--- config.mk ---
export PLATFORM = sky130hd
export DESIGN_NAME = mpmc10_strip_seq
export DESIGN_NICKNAME = d
export VERILOG_FILES = /design/src/rtl/mpmc10_strip_seq.sv
export SDC_FILE = /design/constraint.sdc
export NUM_CORES = 1
export LEC_CHECK = 0
export BUFFER_PORTS_ARGS = -buffer_cell sky130_fd_sc_hd__buf_2
export CAP_MARGIN = 5
export CORE_MARGIN = 2
export CORE_UTILIZATION = 45
export DETAILED_ROUTE_END_ITERATION = 8
export GPL_TIMING_DRIVEN = 0
export HOLD_SLACK_MARGIN = 0.08
export MAX_ROUTING_LAYER = met4
export PLACE_DENSITY = 0.8
export SLEW_MARGIN = 20
export SYNTH_ARGS = -nofsm -noshare
export SYNTH_HDL_FRONTEND = slang
export SYNTH_SLANG_ARGS = --single-unit
--- constraint.sdc ---
create_clock -name clk -period 2.8 [get_ports clk]
set_clock_uncertainty 0.05 [all_clocks]
set_input_delay 0.84 -clock clk [delete_from_list [all_inputs] [get_ports clk]]
set_output_delay 0.84 -clock clk [all_outputs]
set_load 0.1 [all_outputs]
--- src/rtl/mpmc10_strip_seq.sv ---
// mpmc10_strip_seq -- multi-strip burst sequencer between the mpmc10 port
// arbiter and the DDR application interface.
//
// One granted request (read or write, 1..64 strips of STRIP_BYTES each) is
// latched in IDLE. Writes alternate one data beat and one command per strip.
// Reads issue commands back-to-back while counting returning strips. A
// one-cycle done pulse marks completion.
//
// Optional feature macro: MPMC10_STRIP_TIMEOUT_EN
//   defined   -> an 8-bit read-wait watchdog forces DONE with err=1
//   undefined -> RD_WAIT waits indefinitely, err is tied to 0
//
// Ports:
//   clk, rstn               clock, asynchronous active-low reset
//   req/req_we/req_adr/     granted request (level, sampled only in IDLE),
//   req_num_strips          strip count minus one
//   ack                     request latched (combinational in IDLE)
//   wstrip_next, strip_idx  write source advance pulse / current strip
//   rd_strip_valid/_idx     returning read strip and its index
//   app_en/cmd/addr/rdy     DDR command channel
//   app_wdf_wren/end/rdy    DDR write-data channel (one beat per strip)
//   app_rd_data_valid       DDR read-data return
//   busy, done, err         status; err is valid with done
//   dbg_state               current FSM state for observation
//
// Handshakes: a command transfers on a cycle where app_en & app_rdy, a write
// beat where app_wdf_wren & app_wdf_rdy. Once raised, app_en/app_wdf_wren and
// their payload hold until that transfer cycle.

module mpmc10_strip_seq #(
    parameter int AW          = 29,
    parameter int STRIP_BYTES = 16
) (
    input  logic          clk,
    input  logic          rstn,
    input  logic          req,
    input  logic          req_we,
    input  logic [AW-1:0] req_adr,
    input  logic [5:0]    req_num_strips,
    output logic          ack,
    output logic          wstrip_next,
    output logic [5:0]    strip_idx,
    output logic          rd_strip_valid,
    output logic [5:0]    rd_strip_idx,
    output logic          app_en,
    output logic [2:0]    app_cmd,
    output logic [AW-1:0] app_addr,
    input  logic          app_rdy,
    output logic          app_wdf_wren,
    output logic          app_wdf_end,
    input  logic          app_wdf_rdy,
    input  logic          app_rd_data_valid,
    output logic          busy,
    output logic          done,
    output logic          err,
    output logic [2:0]    dbg_state
);

    localparam int            SHIFT    = $clog2(STRIP_BYTES);
    localparam logic [AW-1:0] LOW_MASK = AW'(STRIP_BYTES - 1);

    typedef enum logic [2:0] {
        IDLE    = 3'd0,
        WR_DATA = 3'd1,
        WR_CMD  = 3'd2,
        RD_CMD  = 3'd3,
        RD_WAIT = 3'd4,
        DONE    = 3'd5
    } state_e;

    state_e        state_q, state_d;
    logic [AW-1:0] base_q, base_d;
    logic [5:0]    n_q, n_d;
    logic [5:0]    cmd_cnt_q, cmd_cnt_d;
    logic [5:0]    dat_cnt_q, dat_cnt_d;
    logic          err_q, err_d;

    logic rd_active;
    logic rd_hit;
    logic rd_last;

    // Read data only counts while a read is in flight; stray valids are ignored.
    assign rd_active = (state_q == RD_CMD) || (state_q == RD_WAIT);
    assign rd_hit    = rd_active && app_rd_data_valid;
    assign rd_last   = rd_hit && (dat_cnt_q == n_q);

`ifdef MPMC10_STRIP_TIMEOUT_EN
    logic [7:0] to_q, to_d;
    logic       to_expired;

    assign to_expired = (to_q == 8'hFF);

    always_comb begin
        to_d = to_q;
        if (app_rd_data_valid) begin
            to_d = 8'd0;
        end else if (state_q == RD_CMD && state_d == RD_WAIT) begin
            to_d = 8'd0;
        end else if (state_q == RD_WAIT) begin
            to_d = to_q + 8'd1;
        end
    end

    always_ff @(posedge clk or negedge rstn) begin
        if (!rstn) begin
            to_q <= 8'd0;
        end else begin
            to_q <= to_d;
        end
    end
`else
    logic to_expired;
    assign to_expired = 1'b0;
`endif

    always_comb begin
        state_d     = state_q;
        base_d      = base_q;
        n_d         = n_q;
        cmd_cnt_d   = cmd_cnt_q;
        dat_cnt_d   = dat_cnt_q;
        err_d       = err_q;
        ack         = 1'b0;
        wstrip_next = 1'b0;

        // Saturate at n: the data counter never runs past the last strip.
        if (rd_hit && (dat_cnt_q != n_q)) begin
            dat_cnt_d = dat_cnt_q + 6'd1;
        end

        unique case (state_q)
            IDLE: begin
                if (req) begin
                    ack       = 1'b1;
                    base_d    = req_adr & ~LOW_MASK;
                    n_d       = req_num_strips;
                    cmd_cnt_d = 6'd0;
                    dat_cnt_d = 6'd0;
                    err_d     = 1'b0;
                    state_d   = req_we ? WR_DATA : RD_CMD;
                end
            end
            WR_DATA: begin
                if (app_wdf_rdy) begin
                    wstrip_next = 1'b1;
                    state_d     = WR_CMD;
                end
            end
            WR_CMD: begin
                if (app_rdy) begin
                    if (cmd_cnt_q == n_q) begin
                        state_d = DONE;
                    end else begin
                        cmd_cnt_d = cmd_cnt_q + 6'd1;
                        state_d   = WR_DATA;
                    end
                end
            end
            RD_CMD: begin
                if (app_rdy) begin
                    if (cmd_cnt_q == n_q) begin
                        // Final data may land in the same cycle as the final command.
                        state_d = rd_last ? DONE : RD_WAIT;
                    end else begin
                        cmd_cnt_d = cmd_cnt_q + 6'd1;
                    end
                end
            end
            RD_WAIT: begin
                if (rd_last) begin
                    state_d = DONE;
                end else if (to_expired) begin
                    err_d   = 1'b1;
                    state_d = DONE;
                end
            end
            DONE: begin
                state_d = IDLE;
            end
            default: begin
                state_d = IDLE;
            end
        endcase
    end

    always_ff @(posedge clk or negedge rstn) begin
        if (!rstn) begin
            state_q   <= IDLE;
            base_q    <= '0;
            n_q       <= 6'd0;
            cmd_cnt_q <= 6'd0;
            dat_cnt_q <= 6'd0;
            err_q     <= 1'b0;
        end else begin
            state_q   <= state_d;
            base_q    <= base_d;
            n_q       <= n_d;
            cmd_cnt_q <= cmd_cnt_d;
            dat_cnt_q <= dat_cnt_d;
            err_q     <= err_d;
        end
    end

    // All command-side outputs decode registered state only, so they cannot
    // move while a transfer is stalled. Address wraps modulo 2^AW.
    assign app_en         = (state_q == WR_CMD) || (state_q == RD_CMD);
    assign app_cmd        = {2'b00, (state_q == RD_CMD)};
    assign app_addr       = base_q + (AW'(cmd_cnt_q) << SHIFT);
    assign app_wdf_wren   = (state_q == WR_DATA);
    assign app_wdf_end    = (state_q == WR_DATA);
    assign strip_idx      = cmd_cnt_q;
    assign rd_strip_valid = rd_hit;
    assign rd_strip_idx   = dat_cnt_q;
    assign busy           = (state_q != IDLE);
    assign done           = (state_q == DONE);
    assign dbg_state      = state_q;

`ifdef MPMC10_STRIP_TIMEOUT_EN
    assign err = err_q;
`else
    assign err = 1'b0;
`endif

endmodule

### Yosys cells after proc, flatten, opt, wreduce, memory -nomap -nowiden

Cells that the tools add are included.

* equality and inequality tests: 16
* $lt $le $gt $ge: 0
* reductions and logical operators: 12
* muxes and demuxes: 21
* multiply operators: 0
* add/sub/neg operators: 3
* bitwise gates (word level): 0
* divide/modulo/power cells: 0
* shifts and indexed selects: 0

Operators with widths (number)
* $mux 6: 6
* $add 29x10->29: 1
* $mux 3: 7
* $pmux 3 s5: 1
* $add 6x1->6 const B: 2
* $eq 6x6->1: 2
* $pmux 6 s2: 1
* $ne 2x1->1 const B: 4
* $ne 2x2->1 const B: 4
* $eq 3x2->1 const B: 2
* $eq 3x3->1 const B: 2
* $ne 6x6->1: 1
* $reduce_and 6->1: 1
* $mux 1: 5
* $reduce_and 4->1: 1
* $eq 3x1->1 const B: 1
* $logic_and 1x1->1: 3
* $logic_not 3->1: 1
* $reduce_bool 3->1: 1
* $logic_or 1x1->1: 2
* $mux 2: 1
* $reduce_and 2->1: 1
* $reduce_bool 2->1: 1
* $reduce_or 2->1: 1

* word-level logic and storage cells: 57
* bits in latches: 0
* memories kept: 0
* input bits: 42
* flip-flop bits (word level): 46
* bits in read-only memories: 0
* bits in writable memories: 0

### Longest topological paths before layout

* depth after elaboration: 8
* gate-level depth with buffers: 8

### Least setup slack after synthesis

OpenSTA, ideal clock, no wires.

* kind: reg-to-output
* start point: reg cmd_cnt_q[0], in the netlist strip_idx[0]
* end point: out app_addr[22]
* stages on the path, launching flop included: 8
* path slack: -2.066 ns
* arrival time: 3.976 ns
* path buffers: 0
* cells stage by stage: dfrtp_1 > ha_1 > fa_1 > a211o_1 > o211ai_1 > a2111oi_4 > nand3_1 > xnor2_1

* cells in the longest elaborated chain, start to end: 1

RTL lines
* start: declaration: RTL line 74 `logic [5:0] cmd_cnt_q, cmd_cnt_d;`
* start signal: assignment: RTL line 198 `cmd_cnt_q <= cmd_cnt_d;`
* $add 29x10->29: RTL line 208 `assign app_addr = base_q + (AW'(cmd_cnt_q) << SHIFT);`
* end: declaration: RTL line 47 `output logic [AW-1:0] app_addr,`

Every way passes these cells.

### Worst setup path in the final report

* start point: reg cmd_cnt_q[0], in the netlist strip_idx[0]
* end point: out app_addr[20]

The elaborated chain is that of the path after synthesis.

==> impl_metrics.toml <==
[synthesis]
syn-cell-area_um2 = 2830
syn_inst = 331
synth_flop_cell = "dfrtp_1"
async_flop_share_pct = 100
ys_ff_latch = 46
yosysWarnings = 0
ys_types = 43
yosysSeqAreaShare_pct = 40.7
avgSynthCellArea_um2 = 8.54
synth_edf_count = 0

[worst_setup_path]
critPathBufInv = 4
critPathArrivalTime_ns = 2.61
path_cells = "ha_4 -> fa_2 -> a211o_1 -> o211ai_1 -> buf_4 -> a2111oi_4 -> buf_6 -> buf_6 -> xor2_4 -> buf_12"
path_delay_family = "buffers and inverters"
path_class = "reg -> out"
critPathLaunchType = "register"
reg2reg_depth = 5
required_ns = 1.91
r2r_slack_ns = 0.81
max_stage_delay_ns = 0.50
path_common_cell = "buf_6"
critPathMaxFanout = 5
r2r-start = "dbg_state[0]"
slowest_stage = "dfrtp_4"
reg2reg_to = "strip_idx[5]"
cp-end-kind = "primary output"

[flow_run]
drv_cap = 0

[cells_and_area]
final_cell_mix = "nand2_1, buf_2, dfrtp_1"
antenna_cells = 0
nets = 497
n_fill_cell = 361
drive_above_1_share_pct = 44.5
layout_commonest_cell = "nand2_1"
area_growth_pct = 67.3
fin_cells = 522

[cts]
root_buffer = "clkbuf_8"
htree_levels = 2
clkLatencyLatePin_ns = 0.31
clock_sinks = 46
cts_tree = "yes"
cts_hold_buf = 0
cts_made_buffers = 5
cts.clk_slew.worst_paths_ns = 0.09
clock_path_buffers = 2

[placement]
portBuffers = 86
gp_congestion = 0.968
dpl.cell_count = 498
post-dp-hpwl_mm = 5.28

[timing]
finalSetupViolCount = 21
rsz0062_at_grt = "yes"
worstMarginPinSlew_ns = 0.605
fin_crit_ns = 3.50
max_freq_mhz = 286
slew_viol_final = 0
post-route-period-util_pct = 125
report.final.hold_viol_count = 0
relSlewSlack_pct = 59.4
setup_slack_ns = -0.701

[worst_hold_path]
hold_class = "in -> async"

[status]
violations = "setup timing"
status = "finished, violations left"

[drt]
wl_per_cell_um = 15.9
drtAntennaViolNets = 0
wl_mm = 8.28
remaining_drc_errors = 0
firstDrtPassIters = 4
drtIter0Drc = 112
vias_per_cell = 5.35
num_vias = 2795

[floorplanning]
placementRows = 28
dieArea_um2 = 6930
die_h_um = 83.3
start_util_pct = 47.2
core_area_um2 = 5990
ios = 98
fp.dieW_um = 83.3

[grt]
grt_pass1_vias = 2688
grt_use_total_pct = 23.6
antenna_found_initial = 0
grt_max_degree = 47
grt_pass1_wl_mm = 12.9
overflow = 0
[Yosys cell counts, drive strengths merged (2+ instances only)]
cell type / instances / area (um2)
a21oi: 9 / 45.0
clkbuf: 5 / 18.8
inv: 11 / 41.3
dfrtp: 46 / 1150
buf: 14 / 90.1
nand2b: 3 / 18.8
nand4: 7 / 43.8
o21a: 2 / 15.0
xor2: 6 / 52.6
a21boi: 2 / 15.0
xnor2: 29 / 254
o31ai: 5 / 37.5
a21o: 2 / 15.0
a2111oi: 2 / 36.3
o21bai: 2 / 15.0
nor2: 8 / 30.0
nand2: 109 / 409
ha: 8 / 100
o211ai: 4 / 30.0
or3: 5 / 31.3
a211oi: 5 / 47.5
nand3: 17 / 85.1
and3: 6 / 37.5
mux2i: 3 / 30.0
o21ai: 6 / 33.8
a211o: 2 / 17.5
[registers in the layout, summed over array words and instances, names as in the netlist]
register / flops
n_q: 6
dbg_state: 3
base_q: 25
rd_strip_idx: 6
strip_idx: 6
[layout make-up]
type	instances	area, um2	area share [%]
Clock buffer	5	68.8	1.46
Sequential cell	46	1180	24.9
Buffer	19	131	2.78
Multi-Input combinational cell	261	2260	47.8
Tap cell	75	93.8	1.98
Clock inverter	3	43.8	0.926
Timing Repair Buffer	102	911	19.3
Inverter	11	41.3	0.873
[worst reg2reg max path, delay by kind of cell (launching register included)]
family          cells  cell delay, ns
compound gates      2            0.37
flops               1            0.54
simple gates        3            0.96
[layer usage]
metal,GRT usage [%],up-vias,wire length [um]
li1,-,1340,-
met1,29.5,1337,3370
met2,40.0,94,4330
met3,3.58,24,345
met4,6.26,0,233
met5,-,-,0
[metrics by stage]
step | instance area [um2] | utilization, % | worst slack, ns | TNS, ns | hold slack, ns
floorplan | 3450 | - | -0.871 | -14.69 | 0.400
global placement | 3980 | 66.4 | -0.837 | -13.67 | 0.435
detailed placement | 3980 | 66.4 | -0.906 | -14.18 | 0.437
CTS | 4540 | 75.8 | -0.747 | -13.50 | 0.470
global route | 4730 | 78.9 | -0.754 | -14.10 | 0.514
finish | 4730 | 78.9 | -0.701 | -12.51 | 0.471
[worst max path at each step]
| stage | startpoint | endpoint | slack [ns] | depth (start not counted) |
|---|---|---|---|---|
| floorplan | strip_idx[0] | app_addr[22] | -0.87 | 7 |
| global placement | strip_idx[1] | app_addr[19] | -0.84 | 7 |
| detailed placement | strip_idx[1] | app_addr[19] | -0.91 | 7 |
| CTS | strip_idx[0] | app_addr[16] | -0.75 | 8 |
| global route | strip_idx[0] | app_addr[20] | -0.75 | 10 |
| finish | strip_idx[0] | app_addr[20] | -0.70 | 10 |
[cell families (layout without fill, tap and decap cells)]
kind of cell,count (synthesis),count (layout),synth area share [%]
AND/OR/NAND/NOR,162,162,25.0
flip-flops,46,46,40.7
AO/OA/AOI/OAI,44,44,11.7
XOR/XNOR,35,35,10.8
buffers and inverters,30,140,5.31
adder cells (fa/ha/maj),9,9,4.25
multiplexers,4,4,1.99
other,1,7,0.133
[what timing repair did]
action,4_1_cts,5_1_grt
buffers inserted,9,7
setup endpoints to repair,26,25
gates resized for setup,102,23
hold endpoints to repair,0,0
pin swaps,14,19
Power is not shown: default switching activity piles up to over one toggle a cycle in this logic, so the estimate is an artifact.
